[src/rtl/id_stage_ctrl_pkg.sv]
// id_stage_ctrl_pkg: word width, RISC-V opcodes, NOP word and ID-stage state type
package id_stage_ctrl_pkg;
    localparam int WORD_WIDTH = 32;
    localparam logic [6:0] OPCODE_LOAD    = 7'h03;
    localparam logic [6:0] OPCODE_STORE   = 7'h23;
    localparam logic [6:0] OPCODE_BRANCH  = 7'h63;
    localparam logic [6:0] OPCODE_JALR    = 7'h67;
    localparam logic [6:0] OPCODE_JAL     = 7'h6f;
    localparam logic [6:0] OPCODE_COMPIMM = 7'h13;
    localparam logic [6:0] OPCODE_COMP    = 7'h33;
    localparam logic [6:0] OPCODE_LUI     = 7'h37;
    localparam logic [6:0] OPCODE_AUIPC   = 7'h17;
    localparam logic [WORD_WIDTH-1:0] NOP_ENCODING = 32'h0000_0013;
    typedef enum logic [1:0] {ID_EMPTY, ID_VALID, ID_LU_STALL} id_ctrl_state_e;
endpackage

[src/rtl/id_stage_ctrl_load_use_detect.sv]
// id_stage_ctrl_load_use_detect: flags a held word that reads the register a load in EX is writing
module id_stage_ctrl_load_use_detect
    import id_stage_ctrl_pkg::*;
(
    input  logic [6:0] i_opcode,
    input  logic [4:0] i_rs1,
    input  logic [4:0] i_rs2,
    input  logic [4:0] i_ex_rd,
    input  logic       i_ex_is_load,
    output logic       o_hazard
);
    logic w_rs1_used, w_rs2_used;
    assign w_rs1_used = i_opcode inside {OPCODE_COMP, OPCODE_COMPIMM, OPCODE_LOAD,
                                         OPCODE_STORE, OPCODE_BRANCH, OPCODE_JALR};
    assign w_rs2_used = i_opcode inside {OPCODE_COMP, OPCODE_STORE, OPCODE_BRANCH};
    assign o_hazard = i_ex_is_load && i_ex_rd != 5'd0 &&
                      ((w_rs1_used && i_rs1 == i_ex_rd) || (w_rs2_used && i_rs2 == i_ex_rd));
endmodule

[src/rtl/id_stage_ctrl.sv]
// id_stage_ctrl: IF/ID register and bubble sequencing for the decoder
// ID_CTRL_PERF_EN adds issue and bubble performance counters
module id_stage_ctrl
    import id_stage_ctrl_pkg::*;
#(
`ifdef ID_CTRL_PERF_EN
    parameter int PERF_CNT_WIDTH = 32,
`endif
    parameter logic [WORD_WIDTH-1:0] NOP_ENCODING = id_stage_ctrl_pkg::NOP_ENCODING
) (
    input  logic                  clk,
    input  logic                  rst_n,
    input  logic [WORD_WIDTH-1:0] instr_i,
    input  logic [WORD_WIDTH-1:0] pc_i,
    input  logic                  instr_valid_i,
    output logic                  instr_ready_o,
    output logic [WORD_WIDTH-1:0] instr_o,
    output logic [WORD_WIDTH-1:0] pc_o,
    output logic                  no_op_flag_o,
    input  logic                  flush_i,
    input  logic                  ex_stall_i
`ifdef ID_CTRL_PERF_EN
    ,
    output logic [PERF_CNT_WIDTH-1:0] perf_issued_o,
    output logic [PERF_CNT_WIDTH-1:0] perf_bubbles_o
`endif
);
    id_ctrl_state_e        r_state, w_next;
    logic [WORD_WIDTH-1:0] r_instr, r_pc;
    logic [4:0]            r_ex_rd;
    logic                  r_ex_is_load;
    logic                  w_hazard, w_lu, w_issue, w_capture;

    id_stage_ctrl_load_use_detect u_lud (
        .i_opcode     (r_instr[6:0]),
        .i_rs1        (r_instr[19:15]),
        .i_rs2        (r_instr[24:20]),
        .i_ex_rd      (r_ex_rd),
        .i_ex_is_load (r_ex_is_load),
        .o_hazard     (w_hazard)
    );

    // LU_STALL has already paid its bubble, so only VALID can raise a hazard
    assign w_lu          = r_state == ID_VALID && w_hazard;
    assign w_issue       = !flush_i && !ex_stall_i && !w_lu && r_state != ID_EMPTY;
    assign no_op_flag_o  = flush_i || r_state == ID_EMPTY || w_lu;
    assign instr_ready_o = !flush_i && !ex_stall_i && !w_lu;
    assign w_capture     = instr_ready_o && instr_valid_i;
    assign instr_o       = r_instr;
    assign pc_o          = r_pc;

    always_comb begin
        w_next = r_state;
        w_next = flush_i    ? ID_EMPTY    :
                 ex_stall_i ? r_state     :
                 w_lu       ? ID_LU_STALL :
                 instr_valid_i ? ID_VALID : ID_EMPTY;
    end

    always_ff @(posedge clk or negedge rst_n) begin
        if (!rst_n) begin
            r_state      <= ID_EMPTY;
            r_instr      <= NOP_ENCODING;
            r_pc         <= '0;
            r_ex_rd      <= '0;
            r_ex_is_load <= 1'b0;
        end else begin
            r_state <= w_next;
            if (flush_i) begin
                r_instr      <= NOP_ENCODING;
                r_ex_is_load <= 1'b0;
            end else if (!ex_stall_i) begin
                r_ex_is_load <= w_issue && r_instr[6:0] == OPCODE_LOAD;
                if (w_issue)
                    r_ex_rd <= r_instr[11:7];
                if (w_capture) begin
                    r_instr <= instr_i;
                    r_pc    <= pc_i;
                end else if (!w_lu) begin
                    r_instr <= NOP_ENCODING;
                end
            end
        end
    end

`ifdef ID_CTRL_PERF_EN
    always_ff @(posedge clk or negedge rst_n) begin
        if (!rst_n) begin
            perf_issued_o  <= '0;
            perf_bubbles_o <= '0;
        end else if (!ex_stall_i) begin
            if (w_issue)
                perf_issued_o <= perf_issued_o + PERF_CNT_WIDTH'(1);
            if (flush_i || w_lu)
                perf_bubbles_o <= perf_bubbles_o + PERF_CNT_WIDTH'(1);
        end
    end
`endif
endmodule

[config.mk]
export PLATFORM = sky130hd
export DESIGN_NAME = id_stage_ctrl
export DESIGN_NICKNAME = d
export VERILOG_FILES = /design/src/rtl/id_stage_ctrl_pkg.sv /design/src/rtl/id_stage_ctrl_load_use_detect.sv /design/src/rtl/id_stage_ctrl.sv
export SDC_FILE = /design/constraint.sdc
export NUM_CORES = 1
export LEC_CHECK = 0
export ABC_AREA = 1
export BUFFER_PORTS_ARGS = -buffer_cell sky130_fd_sc_hd__buf_2
export CORE_MARGIN = 3
export CORE_UTILIZATION = 52
export DETAILED_ROUTE_END_ITERATION = 12
export MAX_ROUTING_LAYER = met4
export PLACE_DENSITY = 0.85
export SLEW_MARGIN = 15
export SYNTH_ARGS = -nofsm -noshare
export SYNTH_HDL_FRONTEND = slang
export SYNTH_SLANG_ARGS = --single-unit
[constraint.sdc]
create_clock -name clk -period 4.09 [get_ports clk]
set_input_delay 1.0225 -clock clk [delete_from_list [all_inputs] [get_ports clk]]
set_output_delay 1.0225 -clock clk [all_outputs]
set_load 0.05 [all_outputs]
==> results.cfg, run 1 <==
[clock_network]
worst_skew_pair.late_latency_ns = 0.34
clock_tree.root_cell = clkbuf_8
clockBufferDepth = 2
cts_num_sinks = 72
post_cts_hold_buffer_count = 0
cts_htree_levels = 3
cts_repair_resize_count = 0
cts_setup_buffers = 0
clkTransAtPathRegs_ns = 0.07
tritoncts.num_buffers = 9
tritoncts = yes

[sta]
timing.final.crit_period_ns = 3.04
worst_hold_slack_ns = 0.477
setup_tns_final_ns = 0
hold_viol = 0
slew_viol_final = 0
skew_ns = 0.00860
layout_worst_path_cycle_share_pct = 74.3
rsz0062_at_grt = false
max_slew.worst_pin.slew_ns = 0.864
timing.max_slew.rel_slack_pct = 42.4
max_clock_freq_mhz = 329
report.final.setup_viol = 0

[global_routing]
largest_net_degree_at_the_start_of_global_routing = 73
number_of_global_route_vias_before_repair = 3157
grt_remaining_overflow = 0
grt_antenna_before_repair = 0
groute.usage.overall_pct = 24.4
global_route_wire_length_before_repair_um = 14000

[synthesis]
postSynth.asyncResetShare_pct = 100
synth_top_cells_by_count = nand2_1 (142), nand3_1 (94), dfrtp_1 (69)
number_of_instances_in_the_synthesized_netlist = 398
synth_area_sq_mm = 0.00330
yosys_most_used_dff = dfrtp_1
yosys-top-cells-area = dfrtp_1 (52%), nand2_1 (16%), nand3_1 (14%)
synthesis.nets = 467
postSynthAreaPerCell_sq_um = 8.30
unique_cell_type_count_in_the_yosys_netlist = 23
number_of_enable_type_register_cells_in_the_synthesized_netlist = 0
synth_most_common_cell = nand2_1
synth_top_cell_area_share_pct = 52.3
yosysSeqAreaShare_pct = 54.7
synthDominantAreaCellType = dfrtp_1
ys.warnings.count = 0
synth-seq-cells = 72

[flow_run]
max_cap_violation_count = 0

[pwr]
worst_ir_drop_vdd_mv = 0.385
p_sw_share_pct = 35.3
p_sw_w = 0.000684
design_power_total_w = 0.00194
seq_power_share_pct = 42.5
leakagePower_nw = 2.47
power.density_cell_area_mw_per_mm2 = 463
p_int_w = 0.00125
combinationalPowerShare_pct = 25.5
clock_power_share_pct = 32.0

[floorplan]
die_w_um = 85.7
initial_standard_cell_utilization_of_the_core_pct = 54.8
die-height_um = 85.7
boundaryPins = 135
number_of_rows_created_at_floorplan = 28
core_area_sq_mm = 0.00603
die_area_sq_mm = 0.00734

[critical_path]
cp_slowest_cell = nor2_1
worstSetupEndpointType = primary output
worst_setup_path_start_kind = input pin
worst-setup-path-type = input pin to primary output
cpPeakStageDelay_ns = 0.34
critPathRequiredTime_ns = 3.07
worst_path_most_repeated_cell = buf_2
critical_path.cell_chain = buf_2 -> nor2_1 -> a21boi_4 -> buf_2
worst-path-max-fanout = 6
cp_data_arrival_time_ns = 2.02

[finish]
fillers = 520
drive_gt1_share_pct = 33.3
antennaDiodeCount = 0
num-nets-final = 592
flow.area_growth_from_synthesis_pct = 26.8
area_used_by_multi_input_combinational_logic_sq_mm = 0.00126
seq_area_sq_mm = 0.00181

[place]
place.port_buffers = 134
routabilityCongestion = 0.831
detailedPlacementHpwl_um = 5670

[routing]
vias_per_cell = 5.18
routedWlPerCell_um = 13.6
antenna_violating_nets_post_route = 0
post-route-drc-count = 0
detail_route.iter0.violations = 149
drt_first_pass_iters = 4
via_count = 3122
wirelength_um = 8180

[outcome]
outcome = completed

[worst_hold_path]
worst_hold_path_type = flip-flop to flip-flop
==> registers in the layout, summed over array words and instances, names as in the netlist <==
register	cells
pc_o	32
r_ex_rd	5
r_state	2
r_ex_is_load	1
instr_o	32
==> layout by cell type, fill, tap and decap left out <==
cell type	synthesis	routed
buf_4	2	4
nor2_1	12	12
clkinv_2	0	3
nand2_4	1	1
bufinv_16	0	2
clkbuf_8	0	10
nor3_1	1	1
o21ai_0	1	1
nand2_1	142	142
dfstp_2	3	3
a21oi_1	1	1
clkinv_1	1	1
nand4_1	4	4
nand3_2	11	11
nand3_1	94	94
nand2_2	2	2
inv_2	4	4
clkinvlp_4	0	1
a21boi_4	0	1
dfrtp_1	69	69
buf_2	8	133
o21ai_1	2	2
inv_1	25	25
nor2_2	1	1
==> power groups by stage <==
stage                     Combinational (W)  Clock [W]  Sequential [W]
after floorplan                    0.000133          0         0.00105
after global placement             0.000488          0        0.000835
after detailed placement           0.000498          0        0.000834
after CTS                          0.000498   0.000629        0.000824
after global routing               0.000532   0.000662        0.000833
final                              0.000494   0.000620        0.000824
==> path summary, 6_finish.rpt <==
kind	from	endpoint	slack, ns	depth (start not counted)
min	pc_o[23]	pc_o[23]	0.48	2
max	ex_stall_i	instr_ready_o	1.05	4
min in group asynchronous	rst_n	instr_o[9]	0.80	1
max in group asynchronous	rst_n	pc_o[17]	2.74	1
min reg2reg	pc_o[23]	pc_o[23]	0.48	2
max reg2reg	r_ex_rd[2]	pc_o[31]	2.01	8
==> routing by layer <==
metal	vias to the layer above	track usage [%]	part of all wire (%)
met2	119	40.3	48
met3	18	5.48	6.7
met4	0	8.35	2.2
li1	1520	-	-
met1	1465	29.9	43
met5	-	-	0
==> cells by family (layout without fill, tap and decap cells) <==
logic type / after synthesis / in the layout / synth area share [%]
simple gates: 268 / 268 / 36.9
flops: 72 / 72 / 54.7
buf+inv: 53 / 183 / 7.46
compound gates: 5 / 5 / 0.947
==> critical path: cells and delay by family <==
kind	cells	cell delay, ns
buf+inv	2	0.40
simple gates	1	0.34
compound gates	1	0.26
==> through the flow <==
step,worst slack [ns],instances,util (%),instance area (sq um)
finish,1.05,603,69.5,4190
CTS,1.04,603,69.5,4190
detailed placement,1.04,587,65.8,3970
floorplan,1.18,398,-,3300
global placement,1.09,587,65.8,3970
global route,0.993,603,69.5,4190
==> cell type report <==
class                      count  share of cell area, %
tap                           75                   2.24
timing repair buffer         137                   16.6
sequential                    72                   43.1
inverter                      30                   2.69
clock buffer                  10                   3.29
clock inverter                 6                   1.97
multi-input combinational    273                   30.0
Power figures use the tool's default switching activity.
==> run 2, diff against run 1 <==
--- a/config.mk
+++ b/config.mk
@@ -8,10 +8,10 @@
 export ABC_AREA = 1
 export BUFFER_PORTS_ARGS = -buffer_cell sky130_fd_sc_hd__buf_2
 export CORE_MARGIN = 3
-export CORE_UTILIZATION = 52
+export CORE_UTILIZATION = 48
 export DETAILED_ROUTE_END_ITERATION = 12
 export MAX_ROUTING_LAYER = met4
-export PLACE_DENSITY = 0.85
+export PLACE_DENSITY = 0.8
 export SLEW_MARGIN = 15
 export SYNTH_ARGS = -nofsm -noshare
 export SYNTH_HDL_FRONTEND = slang
==> constraint.sdc (replaced) <==
create_clock -name clk -period 2.9 [get_ports clk]
set_input_delay 0.725 -clock clk [delete_from_list [all_inputs] [get_ports clk]]
set_output_delay 0.725 -clock clk [all_outputs]
set_load 0.05 [all_outputs]
==> results.cfg, run 2 (same netlist as run 1, synthesis figures left out) <==
[critical_path]
endpoint = no_op_flag_o
critical_path.cell_chain = nand2_1 -> nor2_1 -> nand4_1 -> nor2_2 -> nand2_4 -> nand3_1 -> buf_2
worst_setup_path_start_kind = flip-flop
cpPeakStageDelay_ns = 0.54
cp_data_arrival_time_ns = 1.91
worstSetupEndpointType = primary output
worst-path-max-fanout = 7
r2r_setup_slack_ns = 0.79
cp_num_buf_inv = 1
cp_slowest_cell = dfstp_2
timing.critical_path.max_delay_family = simple AND/OR/NAND/NOR gates
worst-setup-path-type = flip-flop to primary output
critPathRequiredTime_ns = 2.17
reg2reg_to = instr_o[3]
reg2reg_depth = 8
critical_path_cell_count = 7
rr_startpoint = r_ex_rd[2]
crit_path_start = instr_o[0]

[clock_network]
worst_skew_pair.late_latency_ns = 0.34
clock_tree.root_cell = clkbuf_8
cts_htree_levels = 3
tritoncts = yes
clkTransAtPathRegs_ns = 0.07
cts_num_sinks = 72
post_cts_hold_buffer_count = 0
clockBufferDepth = 2
tritoncts.num_buffers = 9
cts_repair_resize_count = 0
cts_setup_buffers = 0

[routing]
routedWlPerCell_um = 13.9
route.layer.met1.wl_um = 3830
drt_first_pass_iters = 4
detail_route.iter0.violations = 193
top_layer_used = met4
detailroute.wirelength.met2_um = 4070
antenna_violating_nets_post_route = 0
vias_per_cell = 5.09
wirelength_um = 8430
via_count = 3082
route.met3.wl_um = 472
post-route-drc-count = 0

[finish]
drive_gt1_share_pct = 33.1
final_common_cell = nand2_1
antennaDiodeCount = 0
num-nets-final = 593
flow.area_growth_from_synthesis_pct = 26.1
fillers = 553
layout_common_cells = nand2_1 (142), buf_2 (133), nand3_1 (94)

[sta]
timing.max_slew.rel_slack_pct = 40.9
skew_ns = 0.0123
report.final.setup_viol = 0
layout_worst_path_cycle_share_pct = 90.9
max_clock_freq_mhz = 379
slew_viol_final = 0
setup_tns_final_ns = 0
rsz0062_at_grt = false
hold_viol = 0
timing.final.crit_period_ns = 2.64
max_slew.worst_pin.slew_ns = 0.886
worst_hold_slack_ns = 0.476

[pwr]
leakagePower_nw = 2.46
seq_power_share_pct = 44.2
p_sw_w = 0.000950
power.density_cell_area_mw_per_mm2 = 632
combinationalPowerShare_pct = 26.4
p_int_w = 0.00168
design_power_total_w = 0.00263
worst_ir_drop_vdd_mv = 0.386
p_sw_share_pct = 36.1
clock_power_share_pct = 29.4

[floorplan]
die_area_sq_mm = 0.00791
die_w_um = 88.9
initial_standard_cell_utilization_of_the_core_pct = 50.8
die-height_um = 88.9
boundaryPins = 135
core_area_sq_mm = 0.00649
number_of_rows_created_at_floorplan = 29

[flow_run]
max_cap_violation_count = 0

[global_routing]
grt_antenna_before_repair = 0
groute.usage.overall_pct = 22.8
grt_remaining_overflow = 0
number_of_global_route_vias_before_repair = 2871
largest_net_degree_at_the_start_of_global_routing = 73
global_route_wire_length_before_repair_um = 13500

[place]
place.port_buffers = 134
detailedPlacementHpwl_um = 5750
routabilityCongestion = 0.855

[worst_hold_path]
worst_hold_path_type = flip-flop to flip-flop

[outcome]
outcome = completed
-- run 2: final cells by class --
cell class / count / area [sq um] / area share [%]
Sequential cell: 72 / 1810 / 43.3
Clock buffer: 12 / 145 / 3.48
Multi-Input combinational cell: 273 / 1260 / 30.2
Inverter: 30 / 113 / 2.70
Clock inverter: 4 / 45.0 / 1.08
Tap cell: 77 / 96.3 / 2.31
Timing Repair Buffer: 138 / 703 / 16.9
-- run 2: tightest hold or removal path, stage by stage, from the launching register on --
cell	delay, ns
dfrtp_1	0.34
nand2_1	0.05
nand2_1	0.05
-- run 2: power by group through the flow --
stage               combinational (W)  clock, W  sequential (W)
floorplan                    0.000188         0         0.00149
global placement             0.000691         0         0.00118
detailed placement           0.000703         0         0.00118
CTS                          0.000703  0.000791         0.00116
global route                 0.000752  0.000845         0.00118
finish                       0.000696  0.000774         0.00116
-- run 2: metrics by stage --
stage               worst slack (ns)  utilization [%]  cell area (sq um)  instances
finish                         0.263             64.1               4170        606
global route                   0.120             64.1               4170        606
CTS                            0.253             64.1               4170        606
detailed placement             0.626             61.2               3980        590
global placement               0.629             61.2               3980        590
floorplan                      0.544                -               3300        398
-- run 2: worst min path at each step --
stage,startpoint,to,slack [ns],cells past startpoint
6_report,pc_o[6],pc_o[6],0.48,2
5_1_grt,pc_o[25],pc_o[25],0.50,2
4_1_cts,pc_o[6],pc_o[6],0.48,2
3_5_place_dp,pc_o[6],pc_o[6],0.46,2
3_3_place_gp,pc_o[6],pc_o[6],0.46,2
2_1_floorplan,rst_n,instr_o[10],0.43,0
-- run 2: layer usage --
metal  GRT usage (%)  vias up
li1                -     1521
met3            6.64        5
met2            35.3      102
met4            5.28        0
met5               -        -
met1            29.9     1454
